==> src/rtl/probe_result_writer.sv <==
`default_nettype none
// ---------------------------------------------------------------------------
// Module : probe_result_writer
// Pops three-lane match records and writes them as 3 x 64-bit words to memory.
// Rev    : 1.0  initial release
// ---------------------------------------------------------------------------
module probe_result_writer #(
  parameter int ADDR_WIDTH = 48,
  parameter int CNT_WIDTH  = 32
) (
  input  logic                  clk,
  input  logic                  rst,
  input  logic                  start_in,
  input  logic [ADDR_WIDTH-1:0] base_addr_in,
  input  logic [CNT_WIDTH-1:0]  max_results_in,
  input  logic                  input_done_in,
  input  logic                  fifo_empty_in,
  output logic                  fifo_read_en_out,
  input  logic [63:0]           fifo_data_0_in,
  input  logic [63:0]           fifo_data_1_in,
  input  logic [63:0]           fifo_data_2_in,
  output logic                  mem_req_out,
  output logic [ADDR_WIDTH-1:0] mem_addr_out,
  output logic [63:0]           mem_data_out,
  input  logic                  mem_stall_in,
  output logic [CNT_WIDTH-1:0]  result_count_out,
  output logic                  overflow_out,
  output logic                  done_out
);

  typedef enum logic [2:0] {
    S_IDLE = 3'd0,
    S_WAIT = 3'd1,
    S_LOAD = 3'd2,
    S_WR0  = 3'd3,
    S_WR1  = 3'd4,
    S_WR2  = 3'd5,
    S_DONE = 3'd6
  } state_t;

  localparam logic [ADDR_WIDTH-1:0] c_word_bytes = ADDR_WIDTH'(8);

  state_t                r_state;
  logic [ADDR_WIDTH-1:0] r_base;
  logic [ADDR_WIDTH-1:0] r_offset;
  logic [CNT_WIDTH-1:0]  r_capacity;
  logic [63:0]           r_data_1;
  logic [63:0]           r_data_2;

  logic                  w_accept;
  logic [ADDR_WIDTH-1:0] w_next_offset;

  assign w_accept      = mem_req_out && !mem_stall_in;
  assign w_next_offset = r_offset + c_word_bytes;

  // The pop must be gated by the live empty flag, so it cannot be registered.
  assign fifo_read_en_out = (r_state == S_WAIT) && !fifo_empty_in;

  always_ff @(posedge clk or posedge rst) begin
    if (rst) begin
      r_state          <= S_IDLE;
      r_base           <= '0;
      r_offset         <= '0;
      r_capacity       <= '0;
      r_data_1         <= '0;
      r_data_2         <= '0;
      mem_req_out      <= 1'b0;
      mem_addr_out     <= '0;
      mem_data_out     <= '0;
      result_count_out <= '0;
      overflow_out     <= 1'b0;
      done_out         <= 1'b0;
    end else begin
      case (r_state)
        S_IDLE, S_DONE: begin
          if (start_in) begin
            r_base           <= base_addr_in;
            r_capacity       <= max_results_in;
            r_offset         <= '0;
            result_count_out <= '0;
            overflow_out     <= 1'b0;
            done_out         <= 1'b0;
            r_state          <= S_WAIT;
          end
        end
        S_WAIT: begin
          if (!fifo_empty_in) begin
            r_state <= S_LOAD;
          end else if (input_done_in) begin
            done_out <= 1'b1;
            r_state  <= S_DONE;
          end
        end
        S_LOAD: begin
          // Lane 0 goes straight to the write-data register; lanes 1/2 wait.
          if (result_count_out == r_capacity) begin
            overflow_out <= 1'b1;
            r_state      <= S_WAIT;
          end else begin
            r_data_1     <= fifo_data_1_in;
            r_data_2     <= fifo_data_2_in;
            mem_req_out  <= 1'b1;
            mem_addr_out <= r_base + r_offset;
            mem_data_out <= fifo_data_0_in;
            r_state      <= S_WR0;
          end
        end
        S_WR0: begin
          if (w_accept) begin
            r_offset     <= w_next_offset;
            mem_addr_out <= r_base + w_next_offset;
            mem_data_out <= r_data_1;
            r_state      <= S_WR1;
          end
        end
        S_WR1: begin
          if (w_accept) begin
            r_offset     <= w_next_offset;
            mem_addr_out <= r_base + w_next_offset;
            mem_data_out <= r_data_2;
            r_state      <= S_WR2;
          end
        end
        S_WR2: begin
          if (w_accept) begin
            r_offset         <= w_next_offset;
            mem_req_out      <= 1'b0;
            result_count_out <= result_count_out + CNT_WIDTH'(1);
            r_state          <= S_WAIT;
          end
        end
        default: r_state <= S_IDLE;
      endcase
    end
  end

endmodule
`default_nettype wire

==> config.mk <==
export PLATFORM = sky130hd
export DESIGN_NAME = probe_result_writer
export DESIGN_NICKNAME = d
export VERILOG_FILES = /design/src/rtl/probe_result_writer.sv
export SDC_FILE = /design/constraint.sdc
export NUM_CORES = 1
export LEC_CHECK = 0
export BUFFER_PORTS_ARGS = -buffer_cell sky130_fd_sc_hd__buf_2
export CORE_MARGIN = 2
export CORE_UTILIZATION = 40
export DETAILED_ROUTE_END_ITERATION = 12
export GPL_ROUTABILITY_DRIVEN = 0
export PLACE_DENSITY = 0.71
export SLEW_MARGIN = 20
export SYNTH_ARGS = -nofsm -noshare
export SYNTH_HDL_FRONTEND = slang
export SYNTH_SLANG_ARGS = --single-unit
==> constraint.sdc <==
create_clock -name clk -period 18.65 [get_ports clk]
set_input_delay 3.73 -clock clk [delete_from_list [all_inputs] [get_ports clk]]
set_output_delay 3.73 -clock clk [all_outputs]
set_load 0.01 [all_outputs]
# Word level (Yosys, flattened, before mapping)
# Cells that the tools add are included.
# op_classes
addsub,4
n_reduce_logical,25
n_eq_ne,18
mux,30
bitwise_logic,1
# op_table
op,n
48-bit 2-to-1 mux,4
64-bit 2-to-1 mux,3
48-bit case mux with 2 select lines,2
64-bit case mux with 3 select lines,1
48-bit adder,2
32-bit 2-to-1 mux,2
32-bit case mux with 2 select lines,1
48-bit by 4-bit adder with 48-bit output (second input constant),1
32-bit by 1-bit adder with 32-bit output (second input constant),1
32-bit equality test,1
3-bit 2-to-1 mux,6
3-bit case mux with 6 select lines,1
2-bit != test (second input constant),8
3-bit AND reduction,5
2-bit nonzero test,6
3-bit equality test (second input constant),3
4-bit AND reduction,2
3-bit by 2-bit equality test with 1-bit output (second input constant),2
1-bit 2-to-1 mux,6
1-bit case mux with 2 select lines,3
5-bit AND reduction,1
2-bit by 1-bit != test with 1-bit output (second input constant),2
2-bit AND reduction,2
2-bit OR reduction,2
other kinds (9),11
# word_totals
out_inout_bits,148
elab_cells,90
inputBits,278
register_bits,406

# Longest topological paths before layout
# logic_depth
word_depth,4
ltp_mapped,20

# Worst setup path after synthesis
# Ideal clock, no wire load.
# synth_timing
kind,input to output
start,input fifo_empty_in
end,output fifo_read_en_out
cell_stages,1
arrival_time_ps,3908
setup_slack_ps,11012
path_cell_list,nor2b_1
# synth_between
elab_chain_len,2
# synth_lines
item,line,source
start: declaration,17,"input logic fifo_empty_in,"
1-bit logical NOT,--,
1-bit logical AND,57,assign fifo_read_en_out = (r_state == S_WAIT) && !fifo_empty_in;
end: declaration,18,"output logic fifo_read_en_out,"
# No other way between the ends.

# Worst setup path after layout
# Same ends and word-level chain as after synthesis.

==> flow_summary.ini <==
[outcome]
outcome = finished, final reports clean

[global_route]
gr-total-overflow = 0
antenna_found_initial = 25
grt_max_degree = 114
grt_pass1_wl_microns = 92400
grt_use_total_pct = 21.9
grt_pass1_vias = 17300

[power]
power.density_nw_per_um2 = 153
leakagePower_nw = 11.7
vdd_ir_drop_max_v = 0.0000960

[cells_and_area]
final_nets = 2802
ff_latch_area_sq_um = 10100
drive_gt1_share_pct = 27.2
multi_input_area_sq_um = 9630
area_growth_pct = 21.3
post-route-cell-area_sq_um = 24500
n_fill_cell = 4693
fin_util_pct = 49.0

[synth]
netlist_top_cells_area = dfrtp_1, nand2_1, mux2_2
synth_edf_count = 0
syn_area_sq_um = 20200
async_flop_share_pct = 100
synth_ff_type = dfrtp_1
ys_ff_latch = 403
synth_top_area_share_pct = 49.9
synth.avg_cell_area_sq_um = 9.62
synthCells = 2102
synth_cell_types = 68
synth_top_area_cell = dfrtp_1
yosysSeqAreaShare_pct = 49.9
ys_warn_count = 0
syn-num-nets = 2430

[worst_setup_path]
worstPathBufferInverterCount = 2
cp.required_ns = 14.92
cpLargestDelayFamily = buffers and inverters
path_max_fanout = 4
cpPeakStageDelay_ns = 0.13
cp_cell_sequence = buf_2, nor2b_1, buf_2
cp-start-kind = input port
slowest_stage = buf_2
end_kind = primary output
cpMostUsedCell = buf_2
timing.critical_path.arrival_ns = 4.08
timing_worst_setup_path_type = input port to primary output

[clock_tree]
numCtsBuffers = 47
clk_pin_slew_ns = 0.05
postCtsSetupBuffers = 0
cts_root_buffer = clkbuf_16
cts_sinks = 403
cts.hold.buffers_added = 0
h-tree-depth = 2
clk-insertion-delay-late_ns = 0.58
cts_tree = yes
cts_buffer_depth = 3
ctsResizeCount = 0

[sta]
min_period_ns = 7.81
fin_crit_sh_pct = 41.9
grt_setup_unrepaired = false
fmax_mhz = 128
worst_pin_slew_ns = 1.00
finalHoldViolations = 0
finalSetupTns_ns = 0
slew_headroom_pct = 33.3
slew_violations = 0
fin_skew_ns = 0.0198
setup_violations = 0
setup_slack_ns = 10.84

[routing]
dr_total_vias = 17000
post_drt_wl_per_cell_microns = 18.1
ant_nets = 0
first_iter_violations = 1154
drt_drc_violations_left = 0
drtPass1Iterations = 5
routed_wl_microns = 57700
viasPerCell = 5.31

[placement]
hpwl_microns = 40500
io_buffers = 425
dp_slack_ns = 10.84
post_dp_cell_area_sq_um = 22900

[floorplan]
die_h_microns = 229
core_area_sq_um = 50100
die_w_microns = 229
num_rows = 82
floorplan.die_area_sq_um = 52400
ios = 426
initial_core_util_pct = 40.4

[run]
cap_violations = 0

[worst_hold_path]
hp-class = flip-flop to flip-flop
[cell families after synthesis]
family / after synthesis / synth area share [%]
muxes: 131 / 7.30
AOI/OAI and AO/OA: 429 / 13.8
xor gates and xnor gates: 146 / 6.32
adders and majority gates: 50 / 3.09
and+or+nand+nor: 800 / 16.8
buffers and inverters: 143 / 2.91
DFF: 403 / 49.9
[Yosys cell counts, types with 21 or more instances]
library cell,n
nand2_1,433
a21oi_1,83
xor2_1,94
clkbuf_1,105
nand4_1,25
ha_1,50
nand3_1,44
o31ai_1,27
mux2_2,131
inv_1,21
xnor2_1,52
a31oi_1,76
a22oi_1,65
dfrtp_1,403
nor2_1,202
o21ai_0,95
[final timing paths]
kind / startpoint / to / slack [ns] / cells past startpoint
max: fifo_empty_in / fifo_read_en_out / 10.84 / 3
max in group asynchronous: rst / r_data_2[45] / 13.35 / 4
min in group asynchronous: rst / r_data_2[3] / 3.30 / 2
max reg2reg: r_state[1] / mem_addr_out[44] / 12.47 / 17
min reg2reg: mem_addr_out[2] / mem_addr_out[2] / 0.47 / 2
min: mem_addr_out[2] / mem_addr_out[2] / 0.47 / 2
[registers in the layout, indices dropped and copies added, names as in the netlist]
name,count
done_out,1
mem_addr_out,48
mem_data_out,64
mem_req_out,1
overflow_out,1
r_base,48
r_capacity,32
r_data_1,64
r_data_2,64
r_offset,45
r_state,3
result_count_out,32
[cell usage in the layout, fill, tap and decap left out, types with 8 or more instances in the layout]
cell type,netlist,final
inv_1,21,20
and3_1,15,14
buf_2,5,425
diode_2,0,13
nor3_1,15,15
dfrtp_1,403,403
nand4_1,25,25
xor2_1,94,94
nand2_1,433,432
o21ai_0,95,95
o31ai_1,27,27
nand3_1,44,43
xnor2_1,52,52
nor2_1,202,199
a21o_1,15,15
clkbuf_16,0,47
a21oi_1,83,82
buf_4,0,16
a31oi_1,76,76
a22oi_1,65,65
and2_1,12,11
clkbuf_1,105,9
clkinv_2,0,8
nor4_1,14,14
o21bai_1,9,9
ha_1,50,50
mux2_2,131,131
nand2b_1,8,8
nor2b_1,10,10
[layer usage]
metal | GRT usage [%] | share of wire [%] | vias up
li1 | - | - | 8062
met3 | 6.42 | 7.6 | 139
met1 | 26.7 | 41 | 8189
met2 | 36.5 | 48 | 548
met5 | 0 | 0.22 | -
met4 | 8.56 | 3.8 | 22
[report_power, final]
part | total [mW] | internal [mW] | switching (mW)
clock network | 0.917 | 0.536 | 0.381
registers | 1.45 | 1.23 | 0.222
logic | 1.39 | 0.563 | 0.823
total | 3.76 | 2.33 | 1.43
[tightest hold or removal path: stages (launching register included)]
cell and delay, ns:
dfrtp_1 0.34, nand2_1 0.05, nand2_1 0.05
[per-stage QoR]
step | hold WS (ns) | instances | total power [mW]
final | 0.467 | 3194 | 3.76
after global routing | 0.494 | 3193 | 4.01
after CTS | 0.474 | 3179 | 3.78
after detailed placement | 0.458 | 3095 | 2.85
after global placement | 0.452 | 3095 | 2.79
after floorplan | 0.446 | 2102 | 2.38
[area by class of cell]
cell class	count	share of cell area, %
repair buffers	445	9.48
flip-flops and latches	403	41.1
inverters	21	0.352
clock buffers	63	5.32
well taps	672	3.43
multi-input cells	1556	39.2
diodes	13	0.133
clock inverters	21	0.933
Note: power is estimated with default switching activity, not from simulation.
